File: src/rtl/clockworks_pkg.sv
// Shared state encoding and default constants for the clockworks run/pause/step sequencer.
package clockworks_pkg;

    typedef enum logic [1:0] {
        CW_HOLD,
        CW_RUN,
        CW_PAUSE,
        CW_STEP
    } cw_state_t;

    localparam int CW_SLOW          = 0;
    localparam int CW_RESET_CYCLES  = 1024;
    localparam int CW_START_RUNNING = 1;
    localparam int CW_CNT_W         = 32;

endpackage

File: src/rtl/btn_edge_sync.sv
// Two-flop synchronizer plus registered rising-edge detect for a raw async button.
// Latency: o_pulse is a single-cycle pulse 3 i_clk after i_btn rises; no backpressure.
module btn_edge_sync (
    input  logic i_clk,
    input  logic rst,
    input  logic i_btn,
    output logic o_pulse
);

    logic r_meta;
    logic r_sync;
    logic r_prev;
    logic r_pulse;

    always_ff @(posedge i_clk or negedge rst) begin
        if (!rst) begin
            r_meta  <= 1'b0;
            r_sync  <= 1'b0;
            r_prev  <= 1'b0;
            r_pulse <= 1'b0;
        end else begin
            r_meta  <= i_btn;
            r_sync  <= r_meta;
            r_prev  <= r_sync;
            r_pulse <= r_sync & ~r_prev;
        end
    end

    assign o_pulse = r_pulse;

endmodule

File: src/rtl/clockworks_sequencer.sv
// Run/pause/single-step clock-enable generator with power-on reset hold for the core.
// Latency: button effects land 4 i_clk after the press; all outputs registered; no backpressure.
module clockworks_sequencer
    import clockworks_pkg::*;
#(
    parameter int SLOW          = CW_SLOW,
    parameter int RESET_CYCLES  = CW_RESET_CYCLES,
    parameter int START_RUNNING = CW_START_RUNNING,
    parameter int CNT_W         = CW_CNT_W
) (
    input  logic             i_clk,
    input  logic             rst,
    input  logic             i_run_btn,
    input  logic             i_step_btn,
    output logic             o_resetn,
    output logic             o_ce,
    output logic             o_running,
    output logic [CNT_W-1:0] o_ce_count
);

    localparam int PW = (SLOW > 0) ? SLOW : 1;
    localparam int HW = $clog2(RESET_CYCLES + 1);
    localparam logic [PW-1:0] PMASK     = PW'((1 << SLOW) - 1);
    localparam logic [HW-1:0] HOLD_LAST = HW'(RESET_CYCLES - 1);
    localparam logic [HW-1:0] HOLD_MAX  = HW'(RESET_CYCLES);

    logic             w_run_p;
    logic             w_step_p;
    cw_state_t        r_state;
    cw_state_t        w_state_nxt;
    logic [PW-1:0]    r_presc;
    logic [PW-1:0]    w_presc_nxt;
    logic [HW-1:0]    r_hold;
    logic             w_ce_nxt;
    logic             r_resetn;
    logic             r_ce;
    logic             r_running;
    logic [CNT_W-1:0] r_ce_count;

    btn_edge_sync u_run_sync (
        .i_clk   (i_clk),
        .rst     (rst),
        .i_btn   (i_run_btn),
        .o_pulse (w_run_p)
    );

    btn_edge_sync u_step_sync (
        .i_clk   (i_clk),
        .rst     (rst),
        .i_btn   (i_step_btn),
        .o_pulse (w_step_p)
    );

    always_ff @(posedge i_clk or negedge rst) begin
        if (!rst) begin
            r_state   <= CW_HOLD;
            r_resetn  <= 1'b0;
            r_ce      <= 1'b0;
            r_running <= 1'b0;
        end else begin
            r_state   <= w_state_nxt;
            r_resetn  <= (w_state_nxt != CW_HOLD);
            r_ce      <= w_ce_nxt;
            r_running <= (w_state_nxt == CW_RUN);
        end
    end

    // Run press beats a simultaneous step press in PAUSE.
    always_comb begin
        w_state_nxt = r_state;
        case (r_state)
            CW_HOLD:  if (r_hold == HOLD_LAST)
                          w_state_nxt = (START_RUNNING != 0) ? CW_RUN : CW_PAUSE;
            CW_RUN:   if (w_run_p) w_state_nxt = CW_PAUSE;
            CW_PAUSE: if (w_run_p)       w_state_nxt = CW_RUN;
                      else if (w_step_p) w_state_nxt = CW_STEP;
            CW_STEP:  w_state_nxt = CW_PAUSE;
            default:  w_state_nxt = CW_HOLD;
        endcase
    end

    // A period that completes on the pausing edge does not emit o_ce.
    always_comb begin
        w_ce_nxt = (w_state_nxt == CW_STEP) ||
                   ((r_state == CW_RUN) && (w_state_nxt == CW_RUN) && (r_presc == PMASK));
        w_presc_nxt = r_presc;
        if (r_state == CW_RUN)
            w_presc_nxt = (r_presc + PW'(1)) & PMASK;
        else if (w_state_nxt == CW_RUN)
            w_presc_nxt = '0;
    end

    always_ff @(posedge i_clk or negedge rst) begin
        if (!rst) begin
            r_presc    <= '0;
            r_hold     <= '0;
            r_ce_count <= '0;
        end else begin
            r_presc <= w_presc_nxt;
            if ((r_state == CW_HOLD) && (r_hold != HOLD_MAX))
                r_hold <= r_hold + HW'(1);
            if (w_ce_nxt)
                r_ce_count <= r_ce_count + CNT_W'(1);
        end
    end

    assign o_resetn   = r_resetn;
    assign o_ce       = r_ce;
    assign o_running  = r_running;
    assign o_ce_count = r_ce_count;

endmodule

File: config.mk
export PLATFORM = sky130hd
export DESIGN_NAME = clockworks_sequencer
export DESIGN_NICKNAME = d
export VERILOG_FILES = /design/src/rtl/clockworks_pkg.sv /design/src/rtl/btn_edge_sync.sv /design/src/rtl/clockworks_sequencer.sv
export SDC_FILE = /design/constraint.sdc
export NUM_CORES = 1
export LEC_CHECK = 0
export CAP_MARGIN = 20
export CELL_PAD_IN_SITES_DETAIL_PLACEMENT = 0
export CELL_PAD_IN_SITES_GLOBAL_PLACEMENT = 1
export CORE_MARGIN = 8
export CORE_UTILIZATION = 42
export DETAILED_ROUTE_END_ITERATION = 8
export GPL_TIMING_DRIVEN = 0
export PLACE_DENSITY_LB_ADDON = 0.1
export SYNTH_ARGS = -nofsm -noshare
export SYNTH_HDL_FRONTEND = slang
export SYNTH_SLANG_ARGS = --single-unit
File: constraint.sdc
create_clock -name i_clk -period 2.41 [get_ports i_clk]
set_input_delay 0.723 -clock i_clk [delete_from_list [all_inputs] [get_ports i_clk]]
set_output_delay 0.723 -clock i_clk [all_outputs]
set_load 0.02 [all_outputs]
==> out/results.tsv <==
stage	metric	value	unit
sta	hold violation total from the final report	0	
setup_path	crit path capture	o_ce_count[6]	
global_route	first-pass GRT wire length	8340	um
setup_path	number of cell instances on the worst register-to-register path	8	
routing	initial drt markers	60	
final_layout	synthesis-to-finish area growth	23.0	%
global_route	remaining global-route overflow	0	
final_layout	number of nets in the layout	267	
sta	post-route setup slack	219	ps
setup_path	Critical Path, Cell by Cell	clkdlybuf4s50_1	
logic_synthesis	library cells used by synthesis	33	
setup_path	end of the worst register-to-register path	o_ce_count[15]	
placement	count of buffers inserted at the top-level ports	38	
die	Die Ht	92.9	um
setup_path	Buf/Inv on CP	1	
placement	DP Wirelength	3300	um
setup_path	Stages on worst setup path	1	
routing	vias post-DR	1622	
clock_network	# resized after CTS	0	
logic_synthesis	adder-cell share of the synthesized area	0.0151	
final_layout	fraction of final layout cells with drive strength greater than 1	0.112	
global_route	pin count of the biggest net entering global routing	33	
flow_run	number of violations of the max-capacitance limit	0	
sta	final setup violation count	0	
sta	Slew @ Worst Pin	577	ps
power_and_ir_drop	Leakage Power	1.38	nW
clock_network	maximum buffer depth of the clock tree	2	
routing	Final Routed Wirelength	4590	um
setup_path	start point of the critical path	o_ce_count[6]	
die	Die Span X	92.9	um
routing	routed wirelength normalized by instance count	13.7	um
logic_synthesis	largest family of logic cells by synthesized area	simple AND/OR/NAND/NOR gates	
setup_path	critical-path cell with the highest stage delay	clkdlybuf4s50_1	
routing	vias per std cell	4.84	
die	Placement Rows	28	
setup_path	WP data arrival	1470	ps
logic_synthesis	XOR/XNOR Fraction of Synth Area	0.141	
clock_network	H-Tree Depth	2	
sta	f_max	456	MHz
routing	post-route ant nets	0	
sta	Tcrit/Tclk final	0.909	
setup_path	worst setup path class	reg -> out	
worst_hold_path	hold crit path type	reg -> reg	
placement	Place WS	387	ps
logic_synthesis	net count after synthesis	221	
logic_synthesis	post-synthesis mux area share	0	
final_layout	most common library cell in the layout ignoring fill and taps	dfrtp_1	
clock_network	Num CTS Buffers	5	
logic_synthesis	Post-Synthesis Cells	214	
sta	worst slew slack as a fraction of its limit	0.615	
setup_path	Worst path max stage delay	660	ps
clock_network	clock slew at the register clock pins of the worst setup and hold paths	90	ps
sta	Setup TNS Final	0	ps
sta	Max Slew Vio Count	0	
clock_network	insertion delay of the later-clocked pin in the worst-skew pair	300	ps
setup_path	kind of end point of the critical path	output port	
die	number of top-level pins	39	
sta	RSZ-0062 raised after global routing	no	
logic_synthesis	sequential element share of the synthesized area	0.565	
sta	largest clock skew in the final design	8.02	ps
logic_synthesis	syn_area_per_cell	11.6	um^2
setup_path	required time of the critical path	1690	ps
clock_network	count of clock tree sinks	56	
power_and_ir_drop	Power Density	480	nW/um^2
outcome	status	completed	
die	floorplan die area	8630	um^2
global_route	initial antenna violation count	0	
clock_network	setup bufs post-CTS	0	
sta	final worst path period need	2190	ps
setup_path	startpoint types	register	
placement	routability-driven placement congestion ratio	0.746	
final_layout	Inserted Diodes	0	
final_layout	highest-count cells in the layout ignoring fill and taps	56 x dfrtp_1, 37 x clkdlybuf4s50_1, 22 x xnor2_1	
clock_network	number of buffers inserted for hold repair after clock tree synthesis	0	
setup_path	flop2flop setup slack	380	ps
clock_network	CTS tree	built	
logic_synthesis	simple-gate share of the synthesized area	0.220	
global_route	number of global-route vias before repair	1736	
die	Core Area	5820	um^2
setup_path	Worst Path Max Fanout	6	
die	initial standard-cell utilization of the core	0.427	
global_route	all-layer global routing usage	0.119	
power_and_ir_drop	Max rail drop VDD	0.000226	V
logic_synthesis	count of state elements after synthesis	56	
logic_synthesis	Yosys warnings	0	
logic_synthesis	Compound-Gate Fraction of Synth Area	0.0353	
logic_synthesis	Cell Area, Synth	2480	um^2
setup_path	RR Startpoint	r_hold[0]	
setup_path	crit-path leading delay family	buffers and inverters	
clock_network	buffer type at the clock tree root	clkbuf_8	
routing	router iterations before antenna repair	4	
final_layout	final standard cell utilization of the core	0.525	
routing	drc violations	0	
==> worst min-delay path by stage <==
stage,cells past startpoint,slack [ps],startpoint,end
2_1_floorplan,0,330,u_run_sync.r_meta,u_run_sync.r_sync
3_3_place_gp,0,330,u_step_sync.r_meta,u_step_sync.r_sync
3_5_place_dp,0,340,u_run_sync.r_meta,u_run_sync.r_sync
4_1_cts,0,360,u_run_sync.r_meta,u_run_sync.r_sync
5_1_grt,0,380,u_run_sync.r_meta,u_run_sync.r_sync
6_report,0,350,u_run_sync.r_meta,u_run_sync.r_sync
==> where the power goes <==
part           switching, mW  leakage [nW]  internal (mW)  total [mW]
Sequential           0.00285         0.752          0.945       0.948
Clock                  0.293        0.0400          0.198       0.491
Combinational         0.0187         0.583        0.00768      0.0264
Total                  0.315          1.38           1.15        1.47
==> synthesized netlist by cell type <==
master / instances / area share
or2b_1: 1 / 0.0030
xnor2_1: 22 / 0.078
and2_1: 2 / 0.0050
ha_1: 3 / 0.015
nor2_1: 21 / 0.032
nand4_2: 1 / 0.0050
o2111ai_4: 1 / 0.011
nor2_2: 1 / 0.0025
and4_1: 2 / 0.0071
nor3_1: 3 / 0.0060
buf_6: 2 / 0.0091
dfrtp_1: 56 / 0.56
a21o_1: 1 / 0.0030
nand2b_1: 1 / 0.0025
nand4_4: 1 / 0.0086
nand2_1: 21 / 0.032
nor2b_1: 2 / 0.0050
and3_1: 2 / 0.0050
o22ai_4: 1 / 0.0081
or2_2: 2 / 0.0050
nand4_1: 8 / 0.020
and3b_1: 1 / 0.0035
or2b_2: 2 / 0.0071
o2111ai_2: 1 / 0.0060
nor3_2: 6 / 0.024
nor4_1: 3 / 0.0076
inv_1: 9 / 0.014
o21ai_2: 1 / 0.0035
nor4_4: 1 / 0.0086
o21ai_0: 2 / 0.0040
clkinv_1: 1 / 0.0015
nand3_1: 15 / 0.030
xor2_1: 18 / 0.064
==> stage by stage <==
stage,std cells,instance area (um^2),total power [mW],hold WS [ps]
5_1_grt,335,3050,1.53,379
2_1_floorplan,214,2480,0.968,331
3_3_place_gp,327,2960,0.993,332
6_report,335,3050,1.47,354
4_1_cts,335,3050,1.50,360
3_5_place_dp,328,2970,0.996,337
==> worst reg2reg max path: stages (launching register included) <==
cell      delay (ps)
dfrtp_1          410
ha_1             210
and3_1           230
and4_1           200
buf_6            130
o21ai_2          190
clkinv_1         270
nand4_1          190
xnor2_1          120
==> registers in the layout, summed over array words and instances (netlist names) <==
name / cells
o_ce: 1
u_step_sync.o_pulse: 1
u_step_sync.r_meta: 1
u_step_sync.r_sync: 1
u_run_sync.r_sync: 1
o_resetn: 1
u_run_sync.o_pulse: 1
u_run_sync.r_meta: 1
u_run_sync.r_prev: 1
r_hold: 11
u_step_sync.r_prev: 1
o_running: 1
r_state: 2
o_ce_count: 32
==> routing by layer <==
| layer | vias to the layer above | part of all wire | GRT usage |
|---|---|---|---|
| met1 | 785 | 0.48 | 0.150 |
| li1 | 805 | - | - |
| met3 | 6 | 0.058 | 0.0437 |
| met4 | 0 | 0.013 | 0.0403 |
| met5 | - | 0 | 0 |
| met2 | 26 | 0.44 | 0.184 |
==> final cells by class <==
cell class              instances  area, um^2
fillers                       563        2760
flip-flops and latches         56        1400
multi-input cells             146        1020
repair buffers                 39         395
well taps                      75        93.8
clock buffers                   5        68.8
inverters                      10        37.5
plain buffers                   2        22.5
clock inverters                 2        12.5
==> kinds of logic (layout without fill, tap and decap cells) <==
group                    Yosys count  in the layout
XOR/XNOR                          40             40
buffers and inverters             12             58
adder cells (fa/ha/maj)            3              3
AO/OA/AOI/OAI                      7              7
AND/OR/NAND/NOR                   96             96
flip-flops                        56             56
(Power assumes the default switching activity.)
